===== src/rtl/mem_wb_writeback_if.sv =====
// MEM/WB stage bundle: MEM-stage control and result fields in, register-file
// write port, forwarding tap and retire statistics out.
interface mem_wb_writeback_if #(
  parameter int DATA_W = 32,
  parameter int CNT_W  = 32
);
  logic              Stall;
  logic              Flush;
  logic              InValid;
  logic              InRegWrite;
  logic [4:0]        InWriteReg;
  logic [1:0]        InResultSel;
  logic [2:0]        InLoadType;
  logic [1:0]        InAddrLow;
  logic [DATA_W-1:0] InAluResult;
  logic [DATA_W-1:0] InMemData;
  logic [DATA_W-1:0] InPcPlus8;

  logic              Write;
  logic [4:0]        WriteRegister;
  logic [DATA_W-1:0] WriteData;
  logic              FwdValid;
  logic [4:0]        FwdReg;
  logic [DATA_W-1:0] FwdData;
  logic              AlignErr;
  logic [CNT_W-1:0]  RetireCount;

  modport master (
    output Stall, Flush, InValid, InRegWrite, InWriteReg, InResultSel,
           InLoadType, InAddrLow, InAluResult, InMemData, InPcPlus8,
    input  Write, WriteRegister, WriteData, FwdValid, FwdReg, FwdData,
           AlignErr, RetireCount
  );

  modport slave (
    input  Stall, Flush, InValid, InRegWrite, InWriteReg, InResultSel,
           InLoadType, InAddrLow, InAluResult, InMemData, InPcPlus8,
    output Write, WriteRegister, WriteData, FwdValid, FwdReg, FwdData,
           AlignErr, RetireCount
  );
endinterface


===== src/rtl/mem_wb_writeback.sv =====
// MEM/WB pipeline register with writeback select, load extraction and retire counter.
// Define WB_SUBWORD_LOAD_EN to enable LB/LBU/LH/LHU; otherwise every load is a full word.
module mem_wb_writeback #(
  parameter int DATA_W = 32,
  parameter int CNT_W  = 32
) (
  input logic               clk,
  input logic               rst_n,
  mem_wb_writeback_if.slave bus
);

  localparam logic [1:0] SEL_MEM  = 2'd1;
  localparam logic [1:0] SEL_LINK = 2'd2;

  logic [DATA_W-1:0] load_data;
  logic [DATA_W-1:0] result;
  logic              misaligned;
  logic              leaving;
  logic              writes;

  logic              valid_q;
  logic              reg_write_q;
  logic              err_q;
  logic              done_q;
  logic [4:0]        write_reg_q;
  logic [DATA_W-1:0] data_q;
  logic [CNT_W-1:0]  count_q;

`ifdef WB_SUBWORD_LOAD_EN
  localparam logic [2:0] LT_LB  = 3'd1;
  localparam logic [2:0] LT_LBU = 3'd2;
  localparam logic [2:0] LT_LH  = 3'd3;
  localparam logic [2:0] LT_LHU = 3'd4;

  logic [7:0]  byte_lane;
  logic [15:0] half_lane;

  // Little-endian lane pick; encodings 0 and 5-7 fall through as LW.
  always_comb begin
    case (bus.InAddrLow)
      2'd0:    byte_lane = bus.InMemData[7:0];
      2'd1:    byte_lane = bus.InMemData[15:8];
      2'd2:    byte_lane = bus.InMemData[23:16];
      default: byte_lane = bus.InMemData[31:24];
    endcase
    half_lane  = bus.InAddrLow[1] ? bus.InMemData[31:16] : bus.InMemData[15:0];
    load_data  = bus.InMemData;
    misaligned = (bus.InAddrLow != 2'd0);
    case (bus.InLoadType)
      LT_LB: begin
        load_data  = {{(DATA_W-8){byte_lane[7]}}, byte_lane};
        misaligned = 1'b0;
      end
      LT_LBU: begin
        load_data  = {{(DATA_W-8){1'b0}}, byte_lane};
        misaligned = 1'b0;
      end
      LT_LH: begin
        load_data  = {{(DATA_W-16){half_lane[15]}}, half_lane};
        misaligned = bus.InAddrLow[0];
      end
      LT_LHU: begin
        load_data  = {{(DATA_W-16){1'b0}}, half_lane};
        misaligned = bus.InAddrLow[0];
      end
      default: ;
    endcase
  end
`else
  logic unused_load_type;
  assign unused_load_type = ^bus.InLoadType;

  always_comb begin
    load_data  = bus.InMemData;
    misaligned = (bus.InAddrLow != 2'd0);
  end
`endif

  always_comb begin
    case (bus.InResultSel)
      SEL_MEM:  result = load_data;
      SEL_LINK: result = bus.InPcPlus8;
      default:  result = bus.InAluResult;
    endcase
  end

  assign leaving = valid_q & (~bus.Stall | bus.Flush);

  // Flush beats Stall; done marks that a held entry has already had its write slot.
  always_ff @(posedge clk or negedge rst_n) begin
    if (!rst_n) begin
      valid_q     <= 1'b0;
      reg_write_q <= 1'b0;
      err_q       <= 1'b0;
      done_q      <= 1'b0;
      write_reg_q <= 5'd0;
      data_q      <= '0;
      count_q     <= '0;
    end else begin
      if (leaving) begin
        count_q <= count_q + CNT_W'(1);
      end
      if (bus.Flush) begin
        valid_q     <= 1'b0;
        reg_write_q <= 1'b0;
        err_q       <= 1'b0;
        done_q      <= 1'b0;
      end else if (!bus.Stall) begin
        valid_q     <= bus.InValid;
        reg_write_q <= bus.InRegWrite;
        err_q       <= (bus.InResultSel == SEL_MEM) & misaligned;
        done_q      <= 1'b0;
        write_reg_q <= bus.InWriteReg;
        data_q      <= result;
      end else begin
        done_q <= 1'b1;
      end
    end
  end

  assign writes            = valid_q & reg_write_q & (write_reg_q != 5'd0) & ~err_q;
  assign bus.Write         = writes & ~done_q;
  assign bus.WriteRegister = write_reg_q;
  assign bus.WriteData     = data_q;
  assign bus.FwdValid      = writes;
  assign bus.FwdReg        = write_reg_q;
  assign bus.FwdData       = data_q;
  assign bus.AlignErr      = valid_q & err_q & ~done_q;
  assign bus.RetireCount   = count_q;

endmodule


===== src/flat_wrapper.sv =====
// flat-port wrapper written by rule: the top's interface ports become plain ports
module mem_wb_writeback_flat 
#(
  parameter int DATA_W = 32,
  parameter int CNT_W  = 32
)
  (clk, rst_n, bus_Stall, bus_Flush, bus_InValid, bus_InRegWrite, bus_InWriteReg, bus_InResultSel, bus_InLoadType, bus_InAddrLow, bus_InAluResult, bus_InMemData, bus_InPcPlus8, bus_Write, bus_WriteRegister, bus_WriteData, bus_FwdValid, bus_FwdReg, bus_FwdData, bus_AlignErr, bus_RetireCount);
  mem_wb_writeback_if #(.DATA_W(DATA_W), .CNT_W(CNT_W)) bus_i ();
  input logic clk;
  input logic rst_n;
  input wire logic [$bits(bus_i.Stall)-1:0] bus_Stall;
  input wire logic [$bits(bus_i.Flush)-1:0] bus_Flush;
  input wire logic [$bits(bus_i.InValid)-1:0] bus_InValid;
  input wire logic [$bits(bus_i.InRegWrite)-1:0] bus_InRegWrite;
  input wire logic [$bits(bus_i.InWriteReg)-1:0] bus_InWriteReg;
  input wire logic [$bits(bus_i.InResultSel)-1:0] bus_InResultSel;
  input wire logic [$bits(bus_i.InLoadType)-1:0] bus_InLoadType;
  input wire logic [$bits(bus_i.InAddrLow)-1:0] bus_InAddrLow;
  input wire logic [$bits(bus_i.InAluResult)-1:0] bus_InAluResult;
  input wire logic [$bits(bus_i.InMemData)-1:0] bus_InMemData;
  input wire logic [$bits(bus_i.InPcPlus8)-1:0] bus_InPcPlus8;
  output wire logic [$bits(bus_i.Write)-1:0] bus_Write;
  output wire logic [$bits(bus_i.WriteRegister)-1:0] bus_WriteRegister;
  output wire logic [$bits(bus_i.WriteData)-1:0] bus_WriteData;
  output wire logic [$bits(bus_i.FwdValid)-1:0] bus_FwdValid;
  output wire logic [$bits(bus_i.FwdReg)-1:0] bus_FwdReg;
  output wire logic [$bits(bus_i.FwdData)-1:0] bus_FwdData;
  output wire logic [$bits(bus_i.AlignErr)-1:0] bus_AlignErr;
  output wire logic [$bits(bus_i.RetireCount)-1:0] bus_RetireCount;
  assign bus_i.Stall = bus_Stall;
  assign bus_i.Flush = bus_Flush;
  assign bus_i.InValid = bus_InValid;
  assign bus_i.InRegWrite = bus_InRegWrite;
  assign bus_i.InWriteReg = bus_InWriteReg;
  assign bus_i.InResultSel = bus_InResultSel;
  assign bus_i.InLoadType = bus_InLoadType;
  assign bus_i.InAddrLow = bus_InAddrLow;
  assign bus_i.InAluResult = bus_InAluResult;
  assign bus_i.InMemData = bus_InMemData;
  assign bus_i.InPcPlus8 = bus_InPcPlus8;
  assign bus_Write = bus_i.Write;
  assign bus_WriteRegister = bus_i.WriteRegister;
  assign bus_WriteData = bus_i.WriteData;
  assign bus_FwdValid = bus_i.FwdValid;
  assign bus_FwdReg = bus_i.FwdReg;
  assign bus_FwdData = bus_i.FwdData;
  assign bus_AlignErr = bus_i.AlignErr;
  assign bus_RetireCount = bus_i.RetireCount;
  mem_wb_writeback #(.DATA_W(DATA_W), .CNT_W(CNT_W)) u_core (.clk(clk), .rst_n(rst_n), .bus(bus_i));
endmodule

===== config.mk =====
export PLATFORM = sky130hd
export DESIGN_NAME = mem_wb_writeback_flat
export DESIGN_NICKNAME = d
export VERILOG_FILES = /design/src/rtl/mem_wb_writeback_if.sv /design/src/rtl/mem_wb_writeback.sv /design/src/flat_wrapper.sv
export SDC_FILE = /design/constraint.sdc
export NUM_CORES = 1
export LEC_CHECK = 0
export CORE_MARGIN = 3
export CORE_UTILIZATION = 39
export DETAILED_ROUTE_END_ITERATION = 8
export PLACE_DENSITY = 0.82
export SYNTH_ARGS = -nofsm -noshare
export SYNTH_HDL_FRONTEND = slang
export SYNTH_SLANG_ARGS = --single-unit

===== constraint.sdc =====
create_clock -name clk -period 1.9 [get_ports clk]
set_clock_uncertainty 0.1 [all_clocks]
set_input_delay 0.38 -clock clk [delete_from_list [all_inputs] [get_ports clk]]
set_output_delay 0.38 -clock clk [all_outputs]
set_load 0.1 [all_outputs]

==> impl_metrics.toml, run 1 <==
[outcome]
status = "complete, but fails checks"
violations = "negative setup slack"

[clock_network]
cts.sinks = 73
clock_path_buffers = 2
cts-root-buf = "clkbuf_8"
htreeDepth = 3
path_clk_slew_ns = 0.09
insertion_delay_ns = 0.35
cts_tree = "built"
cts_made_buffers = 9

[finish]
fillers = 518
final_core_utilization_pct = 80.49
drive_gt1_share_pct = 32.79
area_growth_pct = 96.04
nNetsFinal = 728

[route]
viasPerCell = 5.231
totalWireLength_um = 13660
antenna_left = 0
drcViolationCount = 0
firstDrtPassIters = 4
wl_per_cell_um = 18.32
vias = 3902
drt_iter0_drc = 179

[synth]
syn_avg_cell_area_um2 = 9.225
ys_top_cells_by_area = "dfrtp_1 47%, buf_4 7.2%, a22oi_1 6.2%"
ys_warn_count = 0
syn_inst = 421
yosysMostFrequentCell = "dfrtp_1"
ys_ff_latch = 73
ys_types = 32
yosys-top-cells-count = "73 x dfrtp_1, 44 x nor2_1, 43 x nand2_1, 37 x buf_4"
synth_edf_count = 0
ys.flop_type = "dfrtp_1"
syn_area_um2 = 3884
synthArstFlopShare_pct = 100.0
netlist.area_leader.share_pct = 47.04
syn-num-nets = 538
ys_seq_area_share_pct = 47.04
synth_largest_area_cell = "dfrtp_1"

[die]
rows = 35
start_util_pct = 41.06
ios = 223
coreArea_um2 = 9459
die_h_um = 105.8
die_w_um = 105.8
die-area_um2 = 11190

[sta]
hold_violations = 0
tns_ns = -0.7499
worst_pin_slew_ns = 0.5324
post-route-min-period_ns = 2.277
rsz0062_at_grt = "true"
drv_slew = 0
fin_crit_sh_pct = 119.9
layout_setup_ws_ns = -0.3774
setup_viol = 2
timing.fmax_mhz = 439.1
slew_headroom_pct = 64.51

[flow_run]
drv_cap = 0

[placement]
dp_hpwl_um = 11020
place.gp.congestion = 0.7987
dp_slack_ns = -0.4169
port_buffers = 219

[power]
p_leak_uw = 0.003074
power_density_nw_per_um2 = 1056
max-vdd-ir-drop_v = 0.0007067

[setup_path]
crit_start = "u_core.bus.FwdReg[4]"
required_ns = 1.42
critPathLaunchType = "flop"
path_max_fanout = 2
r2r_cells = 4
crit_path_end_kind = "output pin"
critPathArrivalTime_ns = 1.80
worstReg2RegStart = "u_core.bus.RetireCount[5]"
criticalPathCategory = "flop to output pin"

[hold_path]
hp-start = "u_core.bus.RetireCount[27]"
hold_path_class = "flop to flop"
whs_path_depth = 1

[global_routing]
grt_pass1_wl_um = 22020
overflow = 0
grt_use_total_pct = 25.18
grt_pass1_vias = 4190
antenna_found_initial = 1
grt_max_degree = 65
-- state kept, by name, indices dropped and copies added, names as in the netlist --
name and count:
u_core.bus.FwdData 32, u_core.bus.RetireCount 32, u_core.bus.FwdReg 5, u_core.done_q 1
u_core.err_q 1, u_core.reg_write_q 1, u_core.valid_q 1
-- cells by family after synthesis --
family | share of synthesized area, %
mux | 2.255
flops | 47.04
buf+inv | 10.79
simple gates | 17.27
compound gates | 14.69
xor+xnor | 6.991
fa+ha+maj | 0.9666
-- critical path, cell delays in order (launching register included) --
cell	delay [ns]
dfrtp_4	0.48
or4_4	0.57
nor2_4	0.17
nor4_4	0.06
buf_12	0.17
-- worst paths after layout --
kind | end | slack [ns]
worst max-delay path | bus_Write | -0.38
worst max register to register | u_core.bus.RetireCount[9] | 0.10
min in group asynchronous | u_core.bus.FwdReg[2] | 0.45
worst min register to register | u_core.bus.RetireCount[27] | 0.43
max in group asynchronous | u_core.bus.FwdData[21] | 0.67
worst min-delay path | u_core.bus.RetireCount[27] | 0.43
-- layout make-up --
cell class                 count  area [um^2]  share of cell area [%]
inverter                       9        33.78                  0.4437
timing repair buffer         242         3518                   46.21
antenna                        1        2.502                 0.03287
sequential                    73         1926                   25.29
tap                          129        161.4                   2.120
clock buffer                   9        123.9                   1.627
multi-input combinational    276         1707                   22.42
clock inverter                 7        141.4                   1.857
-- through the flow --
step	power (uW)	instance area (um^2)	hold WS [ns]	cells
final	8042	7614	0.4259	746
after global routing	8275	7614	0.4471	746
after CTS	8064	7594	0.4250	744
after detailed placement	6442	7300	0.2993	727
after global placement	6382	7300	0.2887	727
after floorplan	4673	4021	-0.01559	421
-- routing by layer --
| metal | share of wire [%] | up-vias | track usage [%] |
|---|---|---|---|
| li1 | - | 1800 | - |
| met1 | 35 | 1872 | 26.61 |
| met2 | 53 | 192 | 44.49 |
| met3 | 7.0 | 38 | 7.410 |
| met4 | 5.5 | 0 | 14.25 |
| met5 | 0 | - | 0 |
-- cells in the final DEF (no fill, tap or decap), drive strengths merged, types with 2 or more instances in the layout --
master / n
mux2i: 2
xor2: 4
inv: 10
nor3: 7
dfrtp: 73
nand4: 18
bufinv: 4
nand3: 8
clkbuf: 9
and3: 3
nand2: 43
o21ai: 33
nor4: 4
a22oi: 32
clkdlybuf4s50: 109
nand4b: 2
and4: 2
ha: 3
buf: 132
or4: 2
mux2: 6
a21oi: 33
nor2: 44
xnor2: 27
-- power breakdown --
part           internal (uW)  total [uW]  leakage, uW  switching (uW)
registers               1770        2100     0.000898             329
logic                   1560        4320      0.00205            2750
clock network           1010        1620     0.000130             614
-- what timing repair did --
| action | CTS | global route |
|---|---|---|
| gates cloned | 0 | 0 |
| pin swaps | 3 | 3 |
| hold endpoints to repair | 41 | 0 |
| hold buffers | 1 | 0 |
| setup endpoints to repair | 8 | 4 |
| buffers inserted | 0 | 1 |
| resized for setup | 3 | 2 |
(Power assumes the default switching activity.)
==> run 2, diff against run 1 <==
--- a/config.mk
+++ b/config.mk
@@ -9,6 +9,8 @@
 export CORE_UTILIZATION = 39
 export DETAILED_ROUTE_END_ITERATION = 8
 export PLACE_DENSITY = 0.82
+export SLEW_MARGIN = 20
 export SYNTH_ARGS = -nofsm -noshare
 export SYNTH_HDL_FRONTEND = slang
 export SYNTH_SLANG_ARGS = --single-unit
+export TNS_END_PERCENT = 50
==> run 2 against run 1 <==
Net effect:
- the flow still finishes with violations (negative setup slack)
- global-route usage shrank 0.38 points
- sequential cell count unchanged
- combinational power is essentially flat
- utilization decreased by 0.99 points
- cell area is 1.2% lower
- first-iteration DRC count is 17% lower
- via count fell by 0.33%
- clock-buffer cell count did not move
- sequential share of layout area is 0.32 points higher
- worst hold slack worse by 0.0090 ns
- cell count down 0.13%
- critical endpoint is now bus_FwdValid
==> impl_metrics.toml, run 2 (synthesis gave the netlist of run 1 again) <==
[route]
wl_per_cell_um = 18.20
drt_iter0_drc = 149
totalWireLength_um = 13560
drcViolationCount = 0
wl_met1_um = 4462
wl_met2_um = 7476
antenna_left = 0
firstDrtPassIters = 4
viasPerCell = 5.220
wl_met3_um = 993
vias = 3889
routed.top_layer = "met4"

[clock_network]
clock_path_buffers = 2
cts_made_buffers = 9
insertion_delay_ns = 0.33
cts_tree = "built"
cts.sinks = 73
cts-root-buf = "clkbuf_8"
htreeDepth = 3
path_clk_slew_ns = 0.08

[placement]
dp_hpwl_um = 11240
placed_area_um2 = 7310
place.gp.congestion = 0.8605
port_buffers = 219
dp_slack_ns = -0.3389

[sta]
worst_pin_slew_ns = 0.4075
slew_headroom_pct = 72.83
setup_viol = 2
rsz0062_at_grt = "true"
timing.fmax_mhz = 448.0
post-route-min-period_ns = 2.232
layout_setup_ws_ns = -0.3321
drv_slew = 0
hold_violations = 0
fin_crit_sh_pct = 117.5
tns_ns = -0.6630

[hold_path]
hold_path_class = "input port to asynchronous set/reset pin"

[die]
rows = 35
coreArea_um2 = 9459
ios = 223
die_h_um = 105.8
die-area_um2 = 11190
start_util_pct = 41.06
die_w_um = 105.8

[finish]
stdcell_area_um2 = 7520
nNetsFinal = 728
drive_gt1_share_pct = 32.63
n_antenna_cell = 0
area_growth_pct = 93.62
final_cell_mix = "115 x buf_12, 109 x clkdlybuf4s50_1, 43 x nand2_1, 42 x nor2_1, 40 x dfrtp_1"
final_common_cell = "buf_12"
final_core_utilization_pct = 79.50

[setup_path]
crit_path_end_kind = "output pin"
required_ns = 1.42
criticalPathCategory = "flop to output pin"
critPathLaunchType = "flop"
path_max_fanout = 2
critPathArrivalTime_ns = 1.75

[power]
max-vdd-ir-drop_v = 0.0005571
power_uw = 7481
power_density_nw_per_um2 = 994.9
p_leak_uw = 0.003035

[global_routing]
grt_use_total_pct = 24.80
grt_pass1_vias = 4301
antenna_found_initial = 0
grt_pass1_wl_um = 21740
overflow = 0
grt_max_degree = 65

[flow_run]
drv_cap = 0

[outcome]
status = "complete, but fails checks"
violations = "negative setup slack"
==> run 2: stage by stage <==
stage | cells | hold WS (ns)
6_report | 745 | 0.4170
4_1_cts | 744 | 0.4155
5_1_grt | 745 | 0.4342
2_1_floorplan | 421 | -0.01559
3_5_place_dp | 727 | 0.2325
3_3_place_gp | 727 | 0.2229
==> run 2: path summary, 6_finish.rpt <==
path / from / endpoint / slack, ns / depth (start not counted)
max in group asynchronous: rst_n / u_core.bus.RetireCount[21] / 0.74 / 3
min in group clk: u_core.bus.RetireCount[24] / u_core.bus.RetireCount[24] / 0.42 / 1
setup / recovery: u_core.bus.FwdReg[4] / bus_FwdValid / -0.33 / 4
hold reg to reg: u_core.bus.RetireCount[24] / u_core.bus.RetireCount[24] / 0.42 / 1
setup reg to reg: u_core.bus.RetireCount[4] / u_core.bus.RetireCount[13] / 0.08 / 4
hold / removal: rst_n / u_core.bus.FwdReg[0] / 0.42 / 2
==> run 2: repair_timing <==
item,4_1_cts,5_1_grt
endpoints found under the hold margin,28,0
setup buffers,0,1
setup endpoints to repair,2,4
pin swaps,3,2
hold buffers,1,0
resized for setup,2,3
==> run 2: critical path, stage by stage, from the launching register on <==
cell     delay [ns]
dfrtp_4        0.47
or4_4          0.55
nor2_4         0.17
nor3_4         0.06
buf_12         0.17
==> run 2: metal layers <==
metal / vias up / global-route usage (%)
met1: 1861 / 24.97
met5: - / 0
li1: 1802 / -
met4: 0 / 12.67
met3: 36 / 6.920
met2: 190 / 46.22
==> run 2: report_power, final <==
| part | internal (uW) | switching, uW |
|---|---|---|
| logic | 1550 | 2750 |
| clock network | 472 | 598 |
| registers | 1780 | 333 |
==> run 2: cell type report <==
| type | instances | area [um^2] |
|---|---|---|
| multi-input combinational | 276 | 1699 |
| timing repair buffer | 242 | 3531 |
| clock buffer | 9 | 123.9 |
| tap | 129 | 161.4 |
| inverter | 9 | 33.78 |
| fill | 523 | 1939 |
| clock inverter | 7 | 45.04 |
| sequential | 73 | 1926 |
==> run 3, diff against run 2 <==
==> constraint.sdc (replaced) <==
create_clock -name clk -period 1.9 [get_ports clk]
set_clock_uncertainty 0.1 [all_clocks]
set_input_delay 0.19 -clock clk [delete_from_list [all_inputs] [get_ports clk]]
set_output_delay 0.19 -clock clk [all_outputs]
set_load 0.1 [all_outputs]
==> run 3 against run 2 <==
Net effect:
- the flow still finishes with violations (negative setup slack)
- global-route usage is 2.7 points lower
- setup slack better by 0.19 ns
- first-iteration DRC count shrank 1.3%
- sequential cell count unchanged
- die area unchanged
- via count shrank 4.5%
- critical path depth unchanged
- non-clock buffer count is 5 lower
- register-to-register slack better by 0.05 ns
- critical path type unchanged
==> impl_metrics.toml, run 3 (synthesis gave the netlist of run 1 again) <==
[outcome]
violations = "negative setup slack"
status = "complete, but fails checks"

[route]
viasPerCell = 5.020
wl_per_cell_um = 16.46
vias = 3715
totalWireLength_um = 12180
antenna_left = 0
firstDrtPassIters = 4
drt_iter0_drc = 147
drcViolationCount = 0

[finish]
fillers = 769
final_common_cell = "buf_4"
n_antenna_cell = 0
final_cell_mix = "110 x buf_4, 109 x clkdlybuf4s50_1, 43 x nand2_1, 43 x nor2_1, 40 x dfrtp_1"
drive_gt1_share_pct = 31.42
area_growth_pct = 61.89
nNetsFinal = 723
final_core_utilization_pct = 66.47

[placement]
place.gp.congestion = 0.8216
port_buffers = 219
dp_hpwl_um = 9669

[clock_network]
cts.sinks = 73
cts_made_buffers = 9
insertion_delay_ns = 0.34
cts_tree = "built"
cts-root-buf = "clkbuf_8"
path_clk_slew_ns = 0.09
htreeDepth = 3
clock_path_buffers = 2

[sta]
rsz0062_at_grt = "true"
worst_pin_slew_ns = 0.6385
hold_violations = 0
drv_slew = 0
setup_viol = 2
fin_crit_sh_pct = 107.4
layout_setup_ws_ns = -0.1415
holdWs_ns = 0.2346
timing.fmax_mhz = 489.8
slew_headroom_pct = 57.43
post-route-min-period_ns = 2.042

[global_routing]
antenna_found_initial = 0
overflow = 0
grt_pass1_wl_um = 19680
grt_use_total_pct = 22.07
grt_pass1_vias = 4006
grt_max_degree = 65

[die]
coreArea_um2 = 9459
ios = 223
rows = 35
die_h_um = 105.8
die_w_um = 105.8
die-area_um2 = 11190
start_util_pct = 41.06

[setup_path]
critPathArrivalTime_ns = 1.75
r2r-end = "u_core.bus.RetireCount[13]"
crit_start = "u_core.bus.FwdReg[4]"
r2r_cells = 4
criticalPathCategory = "flop to output pin"
r2r_setup_slack_ns = 0.13
crit_path_end_kind = "output pin"
required_ns = 1.61
worstReg2RegStart = "u_core.bus.RetireCount[4]"
path_max_fanout = 2
critPathLaunchType = "flop"

[power]
p_leak_uw = 0.002669
power_density_nw_per_um2 = 1094
max-vdd-ir-drop_v = 0.0006390

[flow_run]
drv_cap = 0

[hold_path]
hold_path_class = "input port to asynchronous set/reset pin"
## run 3: report_power, final
part	switching, uW	internal, uW	total, uW
clock	579	774	1350
combinational	2680	853	3530
sequential	221	1780	2000
## run 3: timing repair
| item | 4_1_cts | 5_1_grt |
|---|---|---|
| setup endpoints to repair | 2 | 2 |
| setup buffers | 2 | 0 |
| hold buffers | 1 | 0 |
| resized for setup | 2 | 0 |
| endpoints found under the hold margin | 35 | 0 |
| pin swaps | 3 | 2 |
## run 3: routing by layer
| layer | GRT usage, % | vias up | part of all wire (%) |
|---|---|---|---|
| met5 | 0 | - | 0 |
| met4 | 8.511 | 0 | 2.6 |
| met3 | 6.369 | 26 | 7.3 |
| met2 | 41.17 | 164 | 54 |
| met1 | 23.24 | 1731 | 36 |
| li1 | - | 1794 | - |
## run 3: stage by stage
step	TNS (ns)	setup WS, ns	power, uW	std cells	area, um^2
2_1_floorplan	-0.5439	-0.3351	4671	421	4013
4_1_cts	-0.3832	-0.1954	6923	740	6287
6_report	-0.2768	-0.1415	6881	740	6287
3_3_place_gp	-0.1113	-0.05448	5515	721	6032
5_1_grt	-0.4037	-0.2060	7127	740	6287
3_5_place_dp	-3.195	-0.1588	5557	721	6032
## run 3: cell type report
class / count / area (um^2) / area share (%)
Timing Repair Buffer: 237 / 2267 / 36.06
Sequential cell: 73 / 1926 / 30.63
Multi-Input combinational cell: 276 / 1678 / 26.69
Tap cell: 129 / 161.4 / 2.567
Clock buffer: 11 / 141.4 / 2.249
Clock inverter: 5 / 80.08 / 1.274
Inverter: 9 / 33.78 / 0.5373
## run 3: worst max-delay path by stage
stage,cells after the start,end
after floorplan,3,bus_Write
after global placement,6,u_core.bus.RetireCount[13]
after detailed placement,7,u_core.bus.FwdData[28]
after CTS,4,bus_Write
after global routing,4,bus_Write
final,4,bus_Write
## run 3: worst max-delay path: stages (launching register included)
cell	delay [ns]
dfrtp_4	0.47
or4_4	0.55
nor2_4	0.16
nor4_4	0.06
buf_12	0.17
